**src/rtl/pps_arb_pkg.sv**
```systemverilog
// Shared encodings and constants for the pps timer register-port arbiter.
package pps_arb_pkg;

  typedef enum logic [1:0] {
    IDLE = 2'd0,
    BUSY = 2'd1,
    GAP  = 2'd2
  } arb_state_e;

  localparam logic [31:0] TIMEOUT_RDATA = 32'hDEAD_BEEF;

  localparam int PRIO_RR    = 0;
  localparam int PRIO_FIXED = 1;

endpackage

```
**src/rtl/pps_arb_pick.sv**
```systemverilog
// Combinational winner selection for two requesters (round-robin or fixed priority).
module pps_arb_pick (
  input  logic [1:0] req_i,
  input  logic       last_grant_i,
  input  logic       prio_fixed_i,
  output logic       grant_valid_o,
  output logic       grant_idx_o
);

  always_comb begin
    grant_valid_o = |req_i;
    grant_idx_o   = 1'b0;
    if (req_i == 2'b10) begin
      grant_idx_o = 1'b1;
    end else if (req_i == 2'b11) begin
      // On a tie, round-robin hands the port to whoever was not served last.
      grant_idx_o = prio_fixed_i ? 1'b0 : ~last_grant_i;
    end
  end

endmodule

```
**src/rtl/pps_bus_arbiter.sv**
```systemverilog
// Two-requester arbiter for the pps wrapper register port. Optional BUSY timeout: PPS_ARB_TIMEOUT_EN.
// Handshake: mN_sel is held high until a one-cycle mN_ready; tgt_sel stays high until tgt_ready, then drops for >= 1 cycle.
module pps_bus_arbiter
  import pps_arb_pkg::*;
#(
  parameter int PRIORITY_MODE  = PRIO_RR,
  parameter int TIMEOUT_CYCLES = 1024
) (
  input  logic        clk,
  input  logic        reset,
  input  logic        m0_sel,
  input  logic [2:0]  m0_addr,
  input  logic        m0_is_write,
  input  logic [31:0] m0_wdata,
  output logic        m0_ready,
  output logic [31:0] m0_rdata,
  input  logic        m1_sel,
  input  logic [2:0]  m1_addr,
  input  logic        m1_is_write,
  input  logic [31:0] m1_wdata,
  output logic        m1_ready,
  output logic [31:0] m1_rdata,
  output logic        tgt_sel,
  output logic [2:0]  tgt_addr,
  output logic        tgt_is_write,
  output logic [31:0] tgt_wdata,
  input  logic        tgt_ready,
  input  logic [31:0] tgt_rdata,
  output logic        timeout_err,
  output logic [1:0]  dbg_state
);

  if (TIMEOUT_CYCLES < 1) begin : g_bad_timeout
    $error("TIMEOUT_CYCLES must be at least 1");
  end

  arb_state_e  state_q, state_d;
  logic        last_grant_q, last_grant_d;
  logic        gnt_q, gnt_d;
  logic        tgt_sel_q, tgt_sel_d;
  logic [2:0]  tgt_addr_q, tgt_addr_d;
  logic        tgt_is_write_q, tgt_is_write_d;
  logic [31:0] tgt_wdata_q, tgt_wdata_d;
  logic        m0_ready_q, m0_ready_d, m1_ready_q, m1_ready_d;
  logic [31:0] m0_rdata_q, m0_rdata_d, m1_rdata_q, m1_rdata_d;
  logic        timeout_err_q, timeout_err_d;
  logic [31:0] done_rdata;
  logic        grant_valid, grant_idx;
  logic        expire;

  pps_arb_pick u_pick (
    .req_i        ({m1_sel, m0_sel}),
    .last_grant_i (last_grant_q),
    .prio_fixed_i (PRIORITY_MODE == PRIO_FIXED),
    .grant_valid_o(grant_valid),
    .grant_idx_o  (grant_idx)
  );

`ifdef PPS_ARB_TIMEOUT_EN
  localparam int CW = $clog2(TIMEOUT_CYCLES + 1);
  logic [CW-1:0] cnt_q, cnt_d;

  // cnt_q holds the number of BUSY cycles already completed, so expiry fires on BUSY cycle TIMEOUT_CYCLES.
  assign expire = (state_q == BUSY) && (cnt_q == CW'(TIMEOUT_CYCLES - 1));

  always_comb begin
    cnt_d = cnt_q;
    if (state_q == IDLE) cnt_d = '0;
    else if (state_q == BUSY) cnt_d = cnt_q + CW'(1);
  end

  always_ff @(posedge clk or posedge reset) begin
    if (reset) cnt_q <= '0;
    else       cnt_q <= cnt_d;
  end
`else
  assign expire = 1'b0;
`endif

  always_comb begin
    state_d        = state_q;
    last_grant_d   = last_grant_q;
    gnt_d          = gnt_q;
    tgt_sel_d      = tgt_sel_q;
    tgt_addr_d     = tgt_addr_q;
    tgt_is_write_d = tgt_is_write_q;
    tgt_wdata_d    = tgt_wdata_q;
    m0_ready_d     = 1'b0;
    m1_ready_d     = 1'b0;
    m0_rdata_d     = m0_rdata_q;
    m1_rdata_d     = m1_rdata_q;
    timeout_err_d  = 1'b0;
    done_rdata     = tgt_ready ? tgt_rdata : TIMEOUT_RDATA;
    case (state_q)
      IDLE: begin
        if (grant_valid) begin
          state_d        = BUSY;
          gnt_d          = grant_idx;
          last_grant_d   = grant_idx;
          tgt_sel_d      = 1'b1;
          tgt_addr_d     = grant_idx ? m1_addr : m0_addr;
          tgt_is_write_d = grant_idx ? m1_is_write : m0_is_write;
          tgt_wdata_d    = grant_idx ? m1_wdata : m0_wdata;
        end
      end
      BUSY: begin
        if (tgt_ready || expire) begin
          state_d       = GAP;
          tgt_sel_d     = 1'b0;
          timeout_err_d = ~tgt_ready;
          if (gnt_q) begin
            m1_ready_d = 1'b1;
            m1_rdata_d = done_rdata;
          end else begin
            m0_ready_d = 1'b1;
            m0_rdata_d = done_rdata;
          end
        end
      end
      GAP:     state_d = IDLE;
      default: state_d = IDLE;
    endcase
  end

  always_ff @(posedge clk or posedge reset) begin
    if (reset) begin
      state_q        <= IDLE;
      last_grant_q   <= 1'b1;
      gnt_q          <= 1'b0;
      tgt_sel_q      <= 1'b0;
      tgt_addr_q     <= '0;
      tgt_is_write_q <= 1'b0;
      tgt_wdata_q    <= '0;
      m0_ready_q     <= 1'b0;
      m1_ready_q     <= 1'b0;
      m0_rdata_q     <= '0;
      m1_rdata_q     <= '0;
      timeout_err_q  <= 1'b0;
    end else begin
      state_q        <= state_d;
      last_grant_q   <= last_grant_d;
      gnt_q          <= gnt_d;
      tgt_sel_q      <= tgt_sel_d;
      tgt_addr_q     <= tgt_addr_d;
      tgt_is_write_q <= tgt_is_write_d;
      tgt_wdata_q    <= tgt_wdata_d;
      m0_ready_q     <= m0_ready_d;
      m1_ready_q     <= m1_ready_d;
      m0_rdata_q     <= m0_rdata_d;
      m1_rdata_q     <= m1_rdata_d;
      timeout_err_q  <= timeout_err_d;
    end
  end

  assign tgt_sel      = tgt_sel_q;
  assign tgt_addr     = tgt_addr_q;
  assign tgt_is_write = tgt_is_write_q;
  assign tgt_wdata    = tgt_wdata_q;
  assign m0_ready     = m0_ready_q;
  assign m1_ready     = m1_ready_q;
  assign m0_rdata     = m0_rdata_q;
  assign m1_rdata     = m1_rdata_q;
  assign timeout_err  = timeout_err_q;
  assign dbg_state    = state_q;

endmodule

```
**config.mk**
```make
export PLATFORM = sky130hd
export DESIGN_NAME = pps_bus_arbiter
export DESIGN_NICKNAME = d
export VERILOG_FILES = /design/src/rtl/pps_arb_pkg.sv /design/src/rtl/pps_arb_pick.sv /design/src/rtl/pps_bus_arbiter.sv
export SDC_FILE = /design/constraint.sdc
export NUM_CORES = 1
export LEC_CHECK = 0
export ABC_AREA = 1
export BUFFER_PORTS_ARGS = -buffer_cell sky130_fd_sc_hd__buf_2
export CAP_MARGIN = 5
export CELL_PAD_IN_SITES_DETAIL_PLACEMENT = 0
export CELL_PAD_IN_SITES_GLOBAL_PLACEMENT = 1
export CORE_ASPECT_RATIO = 1.2
export CORE_MARGIN = 8
export CORE_UTILIZATION = 33
export DETAILED_ROUTE_END_ITERATION = 10
export GPL_ROUTABILITY_DRIVEN = 0
export GPL_TIMING_DRIVEN = 0
export MAX_ROUTING_LAYER = met4
export PLACE_DENSITY_LB_ADDON = 0.1
export SYNTH_ARGS = -nofsm -noshare
export SYNTH_HDL_FRONTEND = slang
export SYNTH_SLANG_ARGS = --single-unit
```
**constraint.sdc**
```tcl
create_clock -name clk -period 4.21 [get_ports clk]
set_input_delay 0.842 -clock clk [delete_from_list [all_inputs] [get_ports clk]]
set_output_delay 0.842 -clock clk [all_outputs]
set_load 0.02 [all_outputs]
```
==> results of run 1 <==
==> cell families after synthesis <==
family	share of synthesized area
flops	0.557
other cells	0.000780
simple gates	0.223
compound gates	0.0827
buf+inv	0.136
==> per-stage QoR <==
step                      power, µW  setup slack [ns]
after floorplan                3170             0.552
after global placement         3990            -0.854
after detailed placement       4030              2.35
after CTS                      4870              2.44
after global routing           5140              2.42
final                          4780              2.45
==> cell usage after synthesis (all sizes together) <==
master | n | share of area
buf | 30 | 0.045
clkbuf | 4 | 0.0036
conb | 1 | 0.00078
dfrtp | 106 | 0.55
dfstp | 1 | 0.0055
inv | 112 | 0.087
nand2 | 181 | 0.14
nand3 | 73 | 0.076
nand4 | 1 | 0.0013
nor2 | 5 | 0.0044
o21ai | 66 | 0.083
==> worst register-to-register path, cell delays in order (launching register included) <==
cell and delay, ns:
dfstp_2 0.54, nand2_1 0.07, nand2_2 0.17, buf_2 0.25, nand2_1 0.08, nand3_1 0.08
nand2_1 0.06
==> layer usage <==
layer  vias up  part of all wire  global-route usage
met5         -                 0                   -
met4         0            0.0076              0.0428
met3         9             0.055              0.0390
met2       143              0.50               0.278
met1      2042              0.44               0.186
li1       2210                 -                   -
==> power by group <==
| part | internal [µW] | total (µW) | switching, µW |
|---|---|---|---|
| registers | 1510 | 1770 | 261 |
| clock network | 416 | 815 | 399 |
| logic | 744 | 2200 | 1450 |
| total | 2670 | 4780 | 2110 |
==> cells in the final DEF (no fill, tap or decap) <==
master      netlist  routed
inv_1           112     111
nor2_1            4       4
o21ai_1           5       5
buf_4             4       4
nor2_2            1       1
buf_6             9       9
dfrtp_1         106     106
clkinvlp_4        0       1
nand2_2           1       1
buf_16            0       1
buf_2            17     230
nand4_1           1       1
o21ai_0          43      43
clkbuf_16         0       9
inv_4             0       1
clkinv_4          0       1
conb_1            1       1
nand2_1         180     180
clkbuf_2          2       2
nand3_1          73      73
dfstp_2           1       1
inv_6             0       2
clkbuf_1          2       3
inv_8             0       2
o21ai_2          18      18
==> layout make-up <==
class | count | share of cell area
sequential | 107 | 0.418
multi-input combinational | 327 | 0.230
timing repair buffer | 214 | 0.171
inverter | 112 | 0.0660
buffer | 34 | 0.0365
clock buffer | 10 | 0.0357
tap | 175 | 0.0342
clock inverter | 6 | 0.00878
==> flip-flops by register name, indices dropped and copies added (netlist names) <==
register      cells
dbg_state         2
tgt_wdata        32
gnt_q             1
m0_ready          1
tgt_addr          3
m0_rdata         32
m1_ready          1
tgt_is_write      1
m1_rdata         32
last_grant_q      1
tgt_sel           1
==> how the worst max path moves through the flow <==
stage / cells past startpoint / slack, ns / end / from
6_report: 1 / 2.45 / m0_rdata[2] / m0_rdata[2]
3_5_place_dp: 6 / 2.35 / m0_rdata[3] / tgt_ready
2_1_floorplan: 1 / 0.55 / dbg_state[0] / reset
4_1_cts: 1 / 2.44 / m1_rdata[5] / m1_rdata[5]
5_1_grt: 1 / 2.42 / m1_rdata[5] / m1_rdata[5]
3_3_place_gp: 2 / -0.85 / m0_rdata[4] / reset
==> impl_metrics.ini, run 1 <==
[final_layout]
filler_cell_count = 1496
antenna-diode-count = 0
regArea_um2 = 2680
final_nets = 914
layoutNonFillerInstCount = 985
syn_to_final_growth_pct = 33.3
final_util = 0.448
final_cell_area_um2 = 6410
drive_above_1_share = 0.349
multi_input_area_um2 = 1480

[clock_network]
cts_max_path_buffers = 2
cts_setup_buffers = 0
clock_latency_ns = 0.34
clk_pin_slew_ns = 0.07
htree_levels = 3
cts_tree = done
holdBufCountCts = 0
cts.sinks = 107
root_buffer = clkbuf_16
numCtsBuffers = 9
ctsResizeCount = 0

[synth]
netlist_instances = 580
yosys_warnings = 0
ys_seq_area_frac = 0.557
syn_area_um2 = 4810
syn_nets = 689
avgSynthCellArea_um2 = 8.29
synth.distinct_cells = 18
synth-seq-cells = 107

[setup_path]
crit_arrival_ns = 0.91
crit_path_end_kind = output port
crit_slowest_cell = dfrtp_1
r2r-start = last_grant_q
cp_top_family = flip-flops
ff2ff_setup_slack_ns = 2.85
path_cells = buf_2
r2r_end = tgt_wdata[25]
cp.required_ns = 3.37
worstPathMaxFanout = 2
path_class = flop to output port
path_buf_inv = 1
cp-start-kind = flop
reg2reg_depth = 6
cpPeakStageDelay_ns = 0.41

[sta]
drv_slew = 0
tightest_slew_ns = 0.651
timing.hold.ws_ns = 0.474
finalHoldViolCount = 0
fin_skew_ns = 0.00430
fmax_mhz = 569
setup_viol = 0
fin_crit_sh = 0.417
rsz0062_at_grt = no
final.setup.tns_ns = 0
slew_headroom = 0.566
fin_crit_ns = 1.76

[route]
wirelength_um = 14700
drc_errors = 0
vias = 4404
ant_nets = 0
viasPerCell = 4.47
wl_per_cell_um = 14.9
drt_iter0_markers = 292
drt-pass1-iter-count = 4

[min_path]
min-delay-start = tgt_wdata[30]
hold_depth = 2
min_to = tgt_wdata[30]
hold_path.class = flop to flop

[floorplan]
core_area_um2 = 14300
initial_core_util = 0.336
die_width_um = 126
ios = 215
std_cell_rows = 48
dieArea_um2 = 18700
die_h_um = 148

[global_routing]
grt_pass1_vias = 4681
gr-total-overflow = 0
antenna_found_initial = 0
grt_use_total = 0.162
grt_pass1_wl_um = 23700
grt_max_degree = 61

[place]
dp_cells = 969
portBuffers = 213
dp_hpwl_um = 11400
dpl-instance-area_um2 = 6120

[power_and_ir_drop]
powerDensity_nw_per_um2 = 746
vdd_drop_max_mv = 0.254
p_leak_uw = 0.00388

[flow_run]
maxCapViolations = 0

[outcome]
status = complete, no violations
(Power assumes the default switching activity.)
==> run 2: changes to the inputs <==
- CORE_UTILIZATION: 33 -> 30
- clock period: 4.21 -> 1.4 ns (I/O delays scaled with it)
==> impl_metrics.ini, run 2 (synthesis results as in run 1) <==
[outcome]
status = complete, no violations

[sta]
fin_crit_ns = 1.28
rsz0062_at_grt = yes
fin_skew_ns = 0.00446
setup_viol = 0
finalHoldViolCount = 0
drv_slew = 0
final.setup.tns_ns = 0
tightest_slew_ns = 0.751
timing.final.ws_setup_ns = 0.120
fin_crit_sh = 0.914
timing.hold.ws_ns = 0.149
slew_headroom = 0.497
fmax_mhz = 782

[final_layout]
layout_commonest_cell = buf_2
drive_above_1_share = 0.351
final_nets = 918
syn_to_final_growth_pct = 35.7
final_cell_mix = buf_2, nand2_1, inv_1
final_util = 0.417

[floorplan]
die_h_um = 155
dieArea_um2 = 20400
die_width_um = 132
std_cell_rows = 50
initial_core_util = 0.308
ios = 215
core_area_um2 = 15600

[setup_path]
crit_arrival_ns = 1.52
cp.required_ns = 1.64
r2r-start = last_grant_q
cp-start-kind = flop
r2r_end = tgt_wdata[18]
crit_path_end_kind = flop
critPathLaunch = last_grant_q
ff2ff_setup_slack_ns = 0.12
endpoint = tgt_wdata[18]
worstPathMaxFanout = 10
reg2reg_depth = 6
path_class = flop to flop

[clock_network]
root_buffer = clkbuf_16
clk_pin_slew_ns = 0.07
htree_levels = 3
cts_setup_buffers = 0
cts_max_path_buffers = 2
cts.sinks = 107
cts_tree = done
clock_latency_ns = 0.35
numCtsBuffers = 9

[place]
post-place-ws_ns = 0.0372
portBuffers = 213
dp_hpwl_um = 11900

[power_and_ir_drop]
power_uw = 14400
powerDensity_nw_per_um2 = 2210
vdd_drop_max_mv = 0.687
p_leak_uw = 0.00391

[global_routing]
grt_max_degree = 40
antenna_found_initial = 1
grt_use_total = 0.155
gr-total-overflow = 0
grt_pass1_vias = 4831
grt_pass1_wl_um = 24600

[route]
wirelength_um = 15100
vias = 4435
drt-pass1-iter-count = 4
ant_nets = 0
drc_errors = 0
viasPerCell = 4.34
drt_iter0_markers = 258
wl_per_cell_um = 14.7

[flow_run]
maxCapViolations = 0

[min_path]
hold_path.class = input port to flop
min-delay-start = tgt_ready
## run 2: cell count changes in the layout (fill, tap and decap cells not counted), sizes merged
cell / before / now
dlygate4sd3: 0 / 2
clkinvlp: 1 / 3
inv: 116 / 114
buf: 244 / 242
diode: 0 / 1
clkbuf: 14 / 18
## run 2: layout make-up
type                    instances  area [µm²]
plain buffers                  34         256
flip-flops and latches        107        2680
clock inverters                 6        48.8
multi-input cells             327        1480
well taps                     208         260
clock buffers                  10         229
repair buffers                218        1150
fillers                      1685        9110
inverters                     112         424
diodes                          1        2.50
## run 2: power breakdown
part           total [µW]  switching, µW  leakage (µW)  internal (µW)
clock                2440           1210      0.000131           1230
sequential           5320            777       0.00133           4540
combinational        6650           4370       0.00245           2280
total               14400           6350       0.00391           8050
## run 2: worst min-delay path by stage
stage	slack, ns	to	cells after the start
after floorplan	0.39	dbg_state[0]	1
after global placement	0.46	m0_rdata[14]	2
after detailed placement	0.30	m1_rdata[24]	2
after CTS	0.13	dbg_state[0]	2
after global routing	0.16	dbg_state[0]	2
final	0.15	dbg_state[0]	2
## run 2: timing repair
| item | CTS | global route |
|---|---|---|
| hold buffers | 2 | 0 |
| resized for setup | 0 | 15 |
| endpoints found under the hold margin | 16 | 0 |
| setup endpoints to repair | 0 | 38 |
## run 2: critical path, stage by stage, from the launching register on
cell and delay (ns):
dfstp_2 0.53, nand2_1 0.10, nand2_4 0.14, clkbuf_4 0.22, nand2_1 0.07, nand3_1 0.07, nand2_1 0.05
## run 2: layer usage
layer,vias to the layer above,track usage,part of all wire
li1,2213,-,-
met1,2064,0.177,0.43
met2,143,0.258,0.50
met3,15,0.0376,0.058
met4,0,0.0597,0.018
met5,-,-,0
## run 2: metrics by stage
stage / cell area [µm²] / std cells
after floorplan: 4810 / 580
after global placement: 6140 / 1001
after detailed placement: 6200 / 1004
after CTS: 6500 / 1022
after global routing: 6530 / 1023
final: 6530 / 1023
